File: src/rtl/ms_count_display.sv
// Millisecond-count display driver: sequential double-dabble binary-to-BCD
// conversion feeding six registered seven-segment digits (SSSmmm).
module ms_count_display #(
    parameter int unsigned IN_W        = 20,
    parameter int unsigned N_DIGITS    = 7,
    parameter bit          SEG_ACT_LOW = 1'b1
) (
    input  logic                    clk,
    input  logic                    reset_n,
    input  logic [IN_W-1:0]         ms_count,
    input  logic                    conv_start,
    output logic                    busy,
    output logic                    done,
    output logic [4*N_DIGITS-1:0]   bcd,
    output logic                    overflow,
    output logic [6:0]              hex0,
    output logic [6:0]              hex1,
    output logic [6:0]              hex2,
    output logic [6:0]              hex3,
    output logic [6:0]              hex4,
    output logic [6:0]              hex5
);

    localparam int unsigned BCD_W  = 4 * N_DIGITS;
    localparam int unsigned CNT_W  = $clog2(IN_W + 1);
    localparam int unsigned OVF_LO = 24;
    localparam logic [6:0]  SEG_ZERO = 7'b1000000;
    localparam logic [6:0]  SEG_DASH = 7'b0111111;

    typedef enum logic [1:0] {
        IDLE  = 2'd0,
        SHIFT = 2'd1,
        DONE  = 2'd2
    } state_t;

    state_t             state;
    state_t             next_state;
    logic               load;
    logic               shift_en;
    logic               finish;
    logic [IN_W-1:0]    bin;
    logic [BCD_W-1:0]   scratch;
    logic [BCD_W-1:0]   adj;
    logic [CNT_W-1:0]   cnt;
    logic               ovf_c;
    logic [6:0]         hex_q [6];

    // Patterns are stored active-low; flip for common-cathode boards.
    function automatic logic [6:0] polar(input logic [6:0] p);
        return SEG_ACT_LOW ? p : ~p;
    endfunction

    function automatic logic [6:0] seg_of(input logic [3:0] d);
        case (d)
            4'd0:    return 7'b1000000;
            4'd1:    return 7'b1111001;
            4'd2:    return 7'b0100100;
            4'd3:    return 7'b0110000;
            4'd4:    return 7'b0011001;
            4'd5:    return 7'b0010010;
            4'd6:    return 7'b0000010;
            4'd7:    return 7'b1111000;
            4'd8:    return 7'b0000000;
            4'd9:    return 7'b0010000;
            default: return 7'b1111111;
        endcase
    endfunction

    always_ff @(posedge clk or negedge reset_n) begin
        if (!reset_n) state <= IDLE;
        else          state <= next_state;
    end

    // Next state and per-cycle datapath strobes.
    always_comb begin
        next_state = state;
        load       = 1'b0;
        shift_en   = 1'b0;
        finish     = 1'b0;
        case (state)
            IDLE: begin
                if (conv_start) begin
                    load       = 1'b1;
                    next_state = SHIFT;
                end
            end
            SHIFT: begin
                shift_en = 1'b1;
                if (cnt == CNT_W'(1)) next_state = DONE;
            end
            DONE: begin
                finish     = 1'b1;
                next_state = IDLE;
            end
            default: next_state = IDLE;
        endcase
    end

    // Add-3 correction on every digit that would overflow past 9 after the shift.
    always_comb begin
        adj = scratch;
        for (int i = 0; i < int'(N_DIGITS); i++) begin
            if (scratch[4*i +: 4] >= 4'd5) adj[4*i +: 4] = scratch[4*i +: 4] + 4'd3;
        end
    end

    assign ovf_c = |scratch[BCD_W-1:OVF_LO];

    always_ff @(posedge clk or negedge reset_n) begin
        if (!reset_n) begin
            bin      <= '0;
            scratch  <= '0;
            cnt      <= '0;
            busy     <= 1'b0;
            done     <= 1'b0;
            bcd      <= '0;
            overflow <= 1'b0;
            for (int i = 0; i < 6; i++) hex_q[i] <= polar(SEG_ZERO);
        end else begin
            busy <= (state != IDLE);
            done <= finish;
            if (load) begin
                bin     <= ms_count;
                scratch <= '0;
                cnt     <= CNT_W'(IN_W);
            end else if (shift_en) begin
                scratch <= {adj[BCD_W-2:0], bin[IN_W-1]};
                bin     <= {bin[IN_W-2:0], 1'b0};
                cnt     <= cnt - CNT_W'(1);
            end
            if (finish) begin
                bcd      <= scratch;
                overflow <= ovf_c;
                for (int i = 0; i < 6; i++)
                    hex_q[i] <= polar(ovf_c ? SEG_DASH : seg_of(scratch[4*i +: 4]));
            end
        end
    end

    assign hex0 = hex_q[0];
    assign hex1 = hex_q[1];
    assign hex2 = hex_q[2];
    assign hex3 = hex_q[3];
    assign hex4 = hex_q[4];
    assign hex5 = hex_q[5];

endmodule

File: config.mk
export PLATFORM = sky130hd
export DESIGN_NAME = ms_count_display
export DESIGN_NICKNAME = d
export VERILOG_FILES = /design/src/rtl/ms_count_display.sv
export SDC_FILE = /design/constraint.sdc
export NUM_CORES = 1
export LEC_CHECK = 0
export ABC_CLOCK_PERIOD_IN_PS = 1600
export CORE_MARGIN = 2
export CORE_UTILIZATION = 50
export CTS_BUF_LIST = sky130_fd_sc_hd__clkbuf_8
export CTS_CLUSTER_SIZE = 10
export DETAILED_ROUTE_END_ITERATION = 6
export DONT_BUFFER_PORTS = 1
export GPL_TIMING_DRIVEN = 0
export PLACE_DENSITY = 0.74
export SETUP_SLACK_MARGIN = 0.15
export SYNTH_ARGS = -nofsm -noshare
export SYNTH_HDL_FRONTEND = slang
export SYNTH_SLANG_ARGS = --single-unit
File: constraint.sdc
create_clock -name clk -period 1.6 [get_ports clk]
set_clock_uncertainty 0.1 [all_clocks]
set_input_delay 0.32 -clock clk [delete_from_list [all_inputs] [get_ports clk]]
set_output_delay 0.32 -clock clk [all_outputs]
set_load 0.1 [all_outputs]
**After elaboration in Yosys (flattened, before gate mapping)**

Memories as Yosys holds them, arrays and structs flattened.
Cells that the tools add are included.

- Bits in read-only memories: 672
- Input port bits: 23
- Register bits: 128
- Word-level logic and storage cells: 71
- Memories: 6

Memory list:

| name | words | bits a word | rd ports | clocked after Yosys merged registers in | wr ports | line | RTL |
|---|---|---|---|---|---|---|---|
| (name not given) | 16 | 7 | 1 | 0 | 0 | 54 | `case (d)` |
| (name not given) | 16 | 7 | 1 | 0 | 0 | 54 |  |
| (name not given) | 16 | 7 | 1 | 0 | 0 | 54 |  |
| (name not given) | 16 | 7 | 1 | 0 | 0 | 54 |  |
| (name not given) | 16 | 7 | 1 | 0 | 0 | 54 |  |
| (name not given) | 16 | 7 | 1 | 0 | 0 | 54 |  |

- Eq/ne operators: 5
- Reduce and logical (&&, ||, !) cells: 5
- Muxes and demuxes: 26
- $lt $le $gt $ge: 7
- Add/subtract/negate cells: 8

Operators with widths:

| cell | number |
|---|---|
| 28-bit two-way mux | 2 |
| 7-bit two-way mux | 6 |
| 20-bit two-way mux | 2 |
| 4-bit by 3-bit greater-or-equal comparator with 1-bit output, second input constant | 7 |
| 4-bit by 2-bit adder with 4-bit output, second input constant | 6 |
| 4-bit two-way mux | 6 |
| 5-bit two-way mux | 2 |
| 5-bit by 1-bit equality test with 1-bit output, second input constant | 1 |
| 5-bit by 1-bit subtractor with 5-bit output, second input constant | 1 |
| 1-bit two-way mux | 4 |
| 2-bit two-way mux | 2 |
| 2-bit != test, second input constant | 2 |
| 2-bit one-hot mux with 2 select lines | 1 |
| 2-bit nonzero test | 2 |
| 4-bit OR reduction | 1 |
| 3-bit by 2-bit adder with 3-bit output, second input constant | 1 |
| 3-bit two-way mux | 1 |
| 2-bit by 1-bit equality test with 1-bit output, second input constant | 1 |
| 2-bit equality test, second input constant | 1 |
| 2-bit zero test | 1 |
| 2-bit AND reduction | 1 |

**Logic depth before layout (Yosys ltp)**

Gate-level depths: netlist (run 1).

- Depth in word-level cells: 4
- Gate-level depth with buffers: 6

**Worst setup path after synthesis (run 1)**

No wires, ideal clock.

- Kind: reg-to-reg
- Start point: register scratch[21]
- End point: register scratch[23]
- Data arrival time: 1,394 ps
- Slack: -25 ps
- Library setup time: 131 ps
- Clock period less this slack: 1,625 ps
- Stages on the path, launching flop included: 7
- Buffers on the path: 0
- Cell sequence: dfrtp_1 > inv_1 > ha_1 > ha_1 > o21bai_1 > a22oi_1 > o21ai_1

- Word-level cells in the longest chain between the ends: 4
- Elaborated cells on any way between the ends: 5
- Classes of those cells: add/sub: 1; order compare: 1; mux: 3

Ends and longest elaborated chain:

| element | line | RTL |
|---|---|---|
| start: declaration | 42 | `logic [BCD_W-1:0] scratch;` |
| start signal: assignment | 127 | `scratch <= {adj[BCD_W-2:0], bin[IN_W-1]};` |
| 4-bit by 2-bit adder with 4-bit output / 4-bit by 3-bit greater-or-equal comparator with 1-bit output (equally long branches) | 103 | `if (scratch[4*i +: 4] >= 4'd5) adj[4*i +: 4] = scratch[4*i +: 4] + 4'd3;` |
| 4-bit two-way mux (*) | 103 |  |
| 28-bit two-way mux (*) | 126 | `end else if (shift_en) begin` |
| 28-bit two-way mux (*) | 122 | `if (load) begin` |

Every way passes the cells marked *; elsewhere a longest branch is shown, timed or not. The select of a mux whose other input is x is not followed.
A chain may end at the register's enable or synchronous reset.

**Worst setup path after layout (run 1)**

- Start point: register scratch[24]
- End point: register hex_q (netlist bit hex0[3])

- Word-level cells in the longest chain between the ends: 2

Ends and longest elaborated chain:

| element | line | RTL |
|---|---|---|
| 4-bit OR reduction | 107 | `assign ovf_c = \|scratch[BCD_W-1:OVF_LO];` |
| 7-bit two-way mux | 135 | `hex_q[i] <= polar(ovf_c ? SEG_DASH : seg_of(scratch[4*i +: 4]));` |
| end signal: indexed assignment | 135 |  |
| end: declaration | 46 | `logic [6:0] hex_q [6];` |

No other way between the ends.

==> results of run 1 <==
## cell families after synthesis
family,share of synthesized area (%)
buf+inv,5.018
flops,49.34
fa+ha+maj,8.844
simple gates,15.23
compound gates,18.63
xor+xnor,1.615
mux,1.327
## per-stage QoR
step | hold WS [ns] | setup TNS [ns] | cells | util [%] | worst slack (ns)
floorplan | -0.07559 | 0 | 705 | - | 0.1163
CTS | -0.5609 | -1.210 | 997 | 74.03 | -0.09921
finish | -0.5439 | -4.044 | 1011 | 77.91 | -0.1253
detailed placement | -0.07216 | -9.988 | 877 | 54.35 | -0.2651
global route | -0.5782 | -8.057 | 1011 | 77.91 | -0.1788
global placement | -0.07246 | -8.143 | 877 | 54.35 | -0.2509
## sequential cells by signal, indices dropped and copies added (netlist names), 2 cells and up
signal   flops
scratch     28
hex3         7
state        2
cnt          5
hex2         7
hex4         7
bcd         28
hex5         7
hex1         7
bin         20
hex0         7
## metal layers
layer,share of wire (%),global-route usage [%],vias up
li1,-,-,2649
met3,8.2,7.800,100
met2,51,51.37,357
met5,0,0,-
met4,4.5,13.48,0
met1,36,36.45,3096
## layout by cell type, fill, tap and decap left out, types with 15 or more instances in the layout
| cell type | n |
|---|---|
| o21ai_0 | 59 |
| clkbuf_8 | 24 |
| dlygate4sd3_1 | 21 |
| ha_1 | 29 |
| nand2_4 | 15 |
| dfrtp_1 | 40 |
| buf_4 | 52 |
| dfrtp_2 | 15 |
| nand2_2 | 20 |
| a21oi_2 | 23 |
| dfrtp_4 | 67 |
| nand2_1 | 99 |
| nor2_1 | 50 |
| buf_6 | 26 |
| a22oi_2 | 15 |
| o21ai_1 | 21 |
| inv_1 | 17 |
| a21oi_1 | 22 |
## cell type report
class                           count  area, um2  area share, %
Clock inverter                      7      108.9          1.103
Buffer                             41      442.9          4.487
Inverter                           31      141.4          1.432
Multi-Input combinational cell    505       3943          39.94
Sequential cell                   128       3503          35.49
Timing Repair Buffer              104       1201          12.17
Clock buffer                       23      316.6          3.207
Tap cell                          172      215.2          2.180
## what timing repair did
| item | CTS | global route |
|---|---|---|
| gates resized for setup | 375 | 85 |
| buffers inserted | 59 | 11 |
| pin swaps | 89 | 36 |
| endpoints found under the setup margin | 199 | 199 |
| endpoints found under the hold margin | 151 | 128 |
| gates cloned | 10 | 3 |
## worst paths after layout
check | startpoint | to | cells past startpoint
worst min-delay path | reset_n | bcd[13] | 0
worst max register to register | scratch[24] | hex0[3] | 8
min in group clk | bin[19] | bin[19] | 2
worst max-delay path | scratch[24] | hex0[3] | 8
max in group asynchronous | reset_n | hex5[6] | 0
worst min register to register | bin[19] | bin[19] | 2
## critical path: cells and delay by family, from the launching register on
family / cells / cell delay, ns
AND/OR/NAND/NOR: 2 / 0.47
adder cells (fa/ha/maj): 1 / 0.14
flip-flops: 1 / 0.40
AO/OA/AOI/OAI: 1 / 0.05
buffers and inverters: 4 / 0.43
==> reports/metrics.csv, run 1 <==
stage,metric,value,unit
status,status,finished with violations,
status,failing checks,"negative hold slack, negative setup slack",
sta,Fmax,579.6,MHz
clock_network,CTS tree,yes,
detailed_routing,DR WL/cell,22.71,um
grt,first-pass GRT wire length,32.94,mm
detailed_routing,Pre-Repair DR Iteration Count,5,
placed_design,Post-DP Area,0.006887,mm2
layout,fill count,735,
detailed_routing,Post-route DRC,0,
sta,Hold Slack,-0.5439,ns
layout,share of cells above drive strength 1,49.46,%
clock_network,root buf cell,clkbuf_8,
synthesis,post-synth top area cell,dfrtp_1,
worst_setup_path,peak per-stage delay on the critical path,0.40,ns
sta,final period utilization,107.8,%
detailed_routing,"antenna viol nets, final",0,
sta,final hold vios,128,
layout,Area growth syn-to-layout,51.70,%
synthesis,Most used DFF post-synth,dfrtp_1,
grt,vias in the first global route,6109,
worst_setup_path,crit start category,flip-flop,
layout,design area,0.009872,mm2
worst_setup_path,kind of critical path,reg -> reg,
worst_setup_path,Crit. End Element,flip-flop,
worst_setup_path,crit path cell chain,inv_2 -> ha_4 -> nor3b_4 -> and2_4 -> buf_6 -> buf_12 -> buf_16 -> a21oi_4,
synthesis,post-synthesis sequential area ratio,49.34,%
placed_design,Post-DP HPWL,11.42,mm
die,Ports,96,
clock_network,CTS Buf Count,17,
die,Starting Density,51.36,%
synthesis,Area contributors post-synth,"dfrtp_1 47%, ha_1 8.8%, nand2_1 7.7%, o21ai_0 6.4%, a21oi_1 4.1%",
clock_network,maximum root-to-sink buffer count,2,
placed_design,gpl congestion,0.9488,
layout,Final #Nets,897,
clock_network,post-cts hold buffer count,21,
worst_setup_path,R2R Setup Slk,-0.13,ns
clock_network,Clock transition at path regs,0.07,ns
detailed_routing,via count,6202,
die,core area,0.01267,mm2
grt,grt ovf,0,
synthesis,Post-Syn Area per Cell,9.230,um2
hold_path,HP Class,in -> async,
sta,setup violators final,80,
clock_network,htree depth,4,
sta,Slew headroom,64.20,%
synthesis,Synth Register Bits,128,
worst_setup_path,Crit Path Max Fanout,5,
grt,largest net degree at the start of global routing,129,
synthesis,synthesized cell area,0.006507,mm2
synthesis,Synth cell types,48,
clock_network,clock sinks,128,
synthesis,synth cell count leaders,"134 x nand2_1, 122 x dfrtp_1, 83 x o21ai_0",
die,die area,0.01394,mm2
synthesis,top-count cell post-synth,nand2_1,
worst_setup_path,Crit path required time,1.84,ns
detailed_routing,DR vias/cell,6.135,
clock_network,clock latency at the later pin of the worst-skew pair,0.47,ns
run,Max-cap violations,0,
detailed_routing,number of DRC markers in iteration 0,519,
grt,initial antenna violation count,0,
layout,Ant. Diodes,0,
worst_setup_path,Worst Path Arrival,1.96,ns
die,cell row count,41,
worst_setup_path,crit path max-delay cell type,dfrtp_1,
synthesis,Post-synth EDFFs,0,
die,Die Wd,118.1,um
detailed_routing,drt total wl,22.96,mm
sta,worst setup margin,-0.1253,ns
sta,max-slew violation count,0,
synthesis,syn_nets,774,
die,die height,118.1,um
sta,crit path time final,1.725,ns
placed_design,Port Buffers,0,
synthesis,Synth warnings,0,
sta,worst slew pin tran,0.5369,ns
synthesis,Synth Instances,705,
synthesis,"FFs w/ async S/R, synth",100.0,%
grt,Overall Global Routing Usage,30.38,%
sta,RSZ-0062 raised after global routing,yes,
synthesis,share of the synthesized area in the top cell type,46.91,%
Power of run 1 is not shown: default switching activity piles up to over one toggle a cycle in this logic, so the estimate is an artifact.
==> run 2: changes to the inputs <==
--- a/config.mk
+++ b/config.mk
@@ -7,13 +7,13 @@
 export LEC_CHECK = 0
 export ABC_CLOCK_PERIOD_IN_PS = 1600
 export CORE_MARGIN = 2
-export CORE_UTILIZATION = 50
+export CORE_UTILIZATION = 60
 export CTS_BUF_LIST = sky130_fd_sc_hd__clkbuf_8
 export CTS_CLUSTER_SIZE = 10
 export DETAILED_ROUTE_END_ITERATION = 6
 export DONT_BUFFER_PORTS = 1
 export GPL_TIMING_DRIVEN = 0
-export PLACE_DENSITY = 0.74
+export PLACE_DENSITY = 0.85
 export SETUP_SLACK_MARGIN = 0.15
 export SYNTH_ARGS = -nofsm -noshare
 export SYNTH_HDL_FRONTEND = slang
==> run 2 against run 1 <==
Against the previous run: the run ends with design-rule violations, negative hold slack, negative setup slack left; cell area shrank 2.9%; core utilization grew 12 points; first-iteration DRC count grew 73%; setup slack lost 0.21 ns; cell count shrank 3.8%; via count grew 11%; register-to-register slack lost 0.21 ns; sequential cell count is the same; critical path type unchanged; highest routed layer is now met5.
==> reports/metrics.csv, run 2 (synthesis gave the netlist of run 1 again) <==
stage,metric,value,unit,change
worst_setup_path,Crit Path Max Fanout,5,,unchanged
detailed_routing,Post-route DRC,1,,was 0
detailed_routing,DR vias/cell,7.058,,was 6.135
detailed_routing,via count,6867,,was 6202
clock_network,clock sinks,128,,unchanged
worst_setup_path,worst-case reg-to-reg path depth,6,,was 8
clock_network,clock latency at the later pin of the worst-skew pair,0.46,ns,was 0.47 ns
detailed_routing,number of DRC markers in iteration 0,897,,was 519
worst_setup_path,crit path max-delay cell type,dfrtp_2,,was dfrtp_1
worst_setup_path,crit path cell chain,inv_2 -> ha_2 -> nor2_1 -> a21oi_1 -> o21ai_0 -> a21oi_2,,was inv_2 -> ha_4 -> nor3b_4 -> and2_4 -> buf_6 -> buf_12 -> buf_16 -> a21oi_4
layout,top flop regs,"bcd: 28 flops, scratch: 28 flops, bin: 20 flops",,unchanged
die,cell row count,38,,was 41
sta,Fmax,516.3,MHz,was 579.6 MHz
sta,worst slew pin tran,0.5889,ns,was 0.5369 ns
grt,Overall Global Routing Usage,37.74,%,was 30.38%
placed_design,Port Buffers,0,,unchanged
worst_setup_path,Crit path required time,1.87,ns,was 1.84 ns
clock_network,htree depth,4,,unchanged
grt,vias in the first global route,6388,,was 6109
sta,setup violators final,83,,was 80
layout,"commonest non-fill, non-tap cells in the layout","89 x nand2_1, 67 x dfrtp_4, 58 x buf_4",,"was 99 x nand2_1, 67 x dfrtp_4, 59 x o21ai_0"
sta,max-slew violation count,0,,unchanged
status,failing checks,"design-rule violations, negative hold slack, negative setup slack",,"was negative hold slack, negative setup slack"
clock_network,CTS Buf Count,17,,unchanged
worst_setup_path,peak per-stage delay on the critical path,0.47,ns,was 0.40 ns
die,Die Wd,108.1,um,was 118.1 um
worst_setup_path,Crit. End Element,flip-flop,,unchanged
die,Starting Density,60.83,%,was 51.36%
placed_design,Post-DP HPWL,11.20,mm,was 11.42 mm
layout,"most common cell after layout, fill and taps aside",nand2_1,,unchanged
sta,worst setup margin,-0.3369,ns,was -0.1253 ns
worst_setup_path,R2R Setup Slk,-0.34,ns,was -0.13 ns
layout,Area growth syn-to-layout,47.38,%,was 51.70%
grt,largest net degree at the start of global routing,129,,unchanged
layout,Final #Nets,889,,was 897
status,status,finished with violations,,unchanged
clock_network,CTS tree,yes,,unchanged
clock_network,Clock transition at path regs,0.09,ns,was 0.07 ns
die,core area,0.01070,mm2,was 0.01267 mm2
worst_setup_path,crit start category,flip-flop,,unchanged
die,die height,108.1,um,was 118.1 um
grt,initial antenna violation count,1,,was 0
detailed_routing,drt total wl,27.70,mm,was 22.96 mm
clock_network,root buf cell,clkbuf_8,,unchanged
worst_setup_path,kind of critical path,reg -> reg,,unchanged
grt,grt ovf,0,,unchanged
grt,first-pass GRT wire length,33.33,mm,was 32.94 mm
detailed_routing,DR WL/cell,28.46,um,was 22.71 um
die,die area,0.01170,mm2,was 0.01394 mm2
clock_network,post-cts hold buffer count,21,,unchanged
layout,share of cells above drive strength 1,49.82,%,was 49.46%
sta,final period utilization,121.1,%,was 107.8%
worst_setup_path,Worst Path Arrival,2.21,ns,was 1.96 ns
layout,Ant. Diodes,0,,unchanged
sta,crit path time final,1.937,ns,was 1.725 ns
sta,RSZ-0062 raised after global routing,yes,,unchanged
hold_path,HP Class,in -> async,,unchanged
placed_design,gpl congestion,0.9049,,was 0.9488
sta,Slew headroom,60.74,%,was 64.20%
run,Max-cap violations,0,,unchanged
detailed_routing,Pre-Repair DR Iteration Count,7,,was 5
sta,final hold vios,128,,unchanged
detailed_routing,"antenna viol nets, final",0,,unchanged
die,Ports,96,,unchanged
sta,Hold Slack,-0.5433,ns,was -0.5439 ns
clock_network,maximum root-to-sink buffer count,2,,unchanged
run 2: cell count changes in the layout (fill, tap and decap cells not counted), sizes merged:
cell | before | now
clkbuf | 35 | 34
inv | 34 | 33
buf | 112 | 99
bufinv | 3 | 1
clkinv | 0 | 7
clkinvlp | 1 | 5
run 2: timing repair:
action,4_1_cts,5_1_grt
hold endpoints to repair,151,128
buffers inserted,46,21
resized for setup,300,176
cloned,3,5
pin swaps,40,64
setup endpoints to repair,196,198
run 2: through the flow:
stage | area (um2) | TNS, ns | setup WS, ns | util (%) | std cells
after floorplan | 6671 | 0 | 0.1163 | - | 705
after global placement | 6847 | -6.112 | -0.1963 | 64.00 | 845
after detailed placement | 6847 | -8.458 | -0.2352 | 64.00 | 845
after CTS | 8651 | -1.174 | -0.08897 | 80.87 | 947
after global routing | 9590 | -8.046 | -0.3065 | 89.65 | 973
final | 9590 | -6.608 | -0.3369 | 89.65 | 973
run 2: routing by layer:
layer | global-route usage [%] | part of all wire, %
met2 | 63.66 | 47
met5 | 0 | 0.047
met3 | 9.584 | 12
met1 | 44.59 | 32
met4 | 19.69 | 8.5
run 2: critical path: cells and delay by family, from the launching register on:
kind | cells | cell delay, ns
simple gates | 1 | 0.06
buf+inv | 1 | 0.14
flops | 1 | 0.47
fa+ha+maj | 1 | 0.23
compound gates | 3 | 0.85
run 2: path summary, 6_finish.rpt:
kind                                   from         end
worst min register to register      bin[15]     bin[15]
worst max register to register  scratch[17]     hex4[3]
max in group asynchronous           reset_n     hex0[5]
worst min-delay path                reset_n  scratch[4]
worst max-delay path            scratch[17]     hex4[3]
min in group clk                 conv_start      bin[0]
run 2: final cells by class:
type / count / area, um2
flip-flops and latches: 128 / 3503
inverters: 31 / 146.4
fillers: 362 / 1107
plain buffers: 41 / 435.4
well taps: 140 / 175.2
clock inverters: 15 / 138.9
repair buffers: 96 / 958.4
clock buffers: 17 / 234.0
multi-input cells: 505 / 3999
Power of run 2 is left out for the same reason.
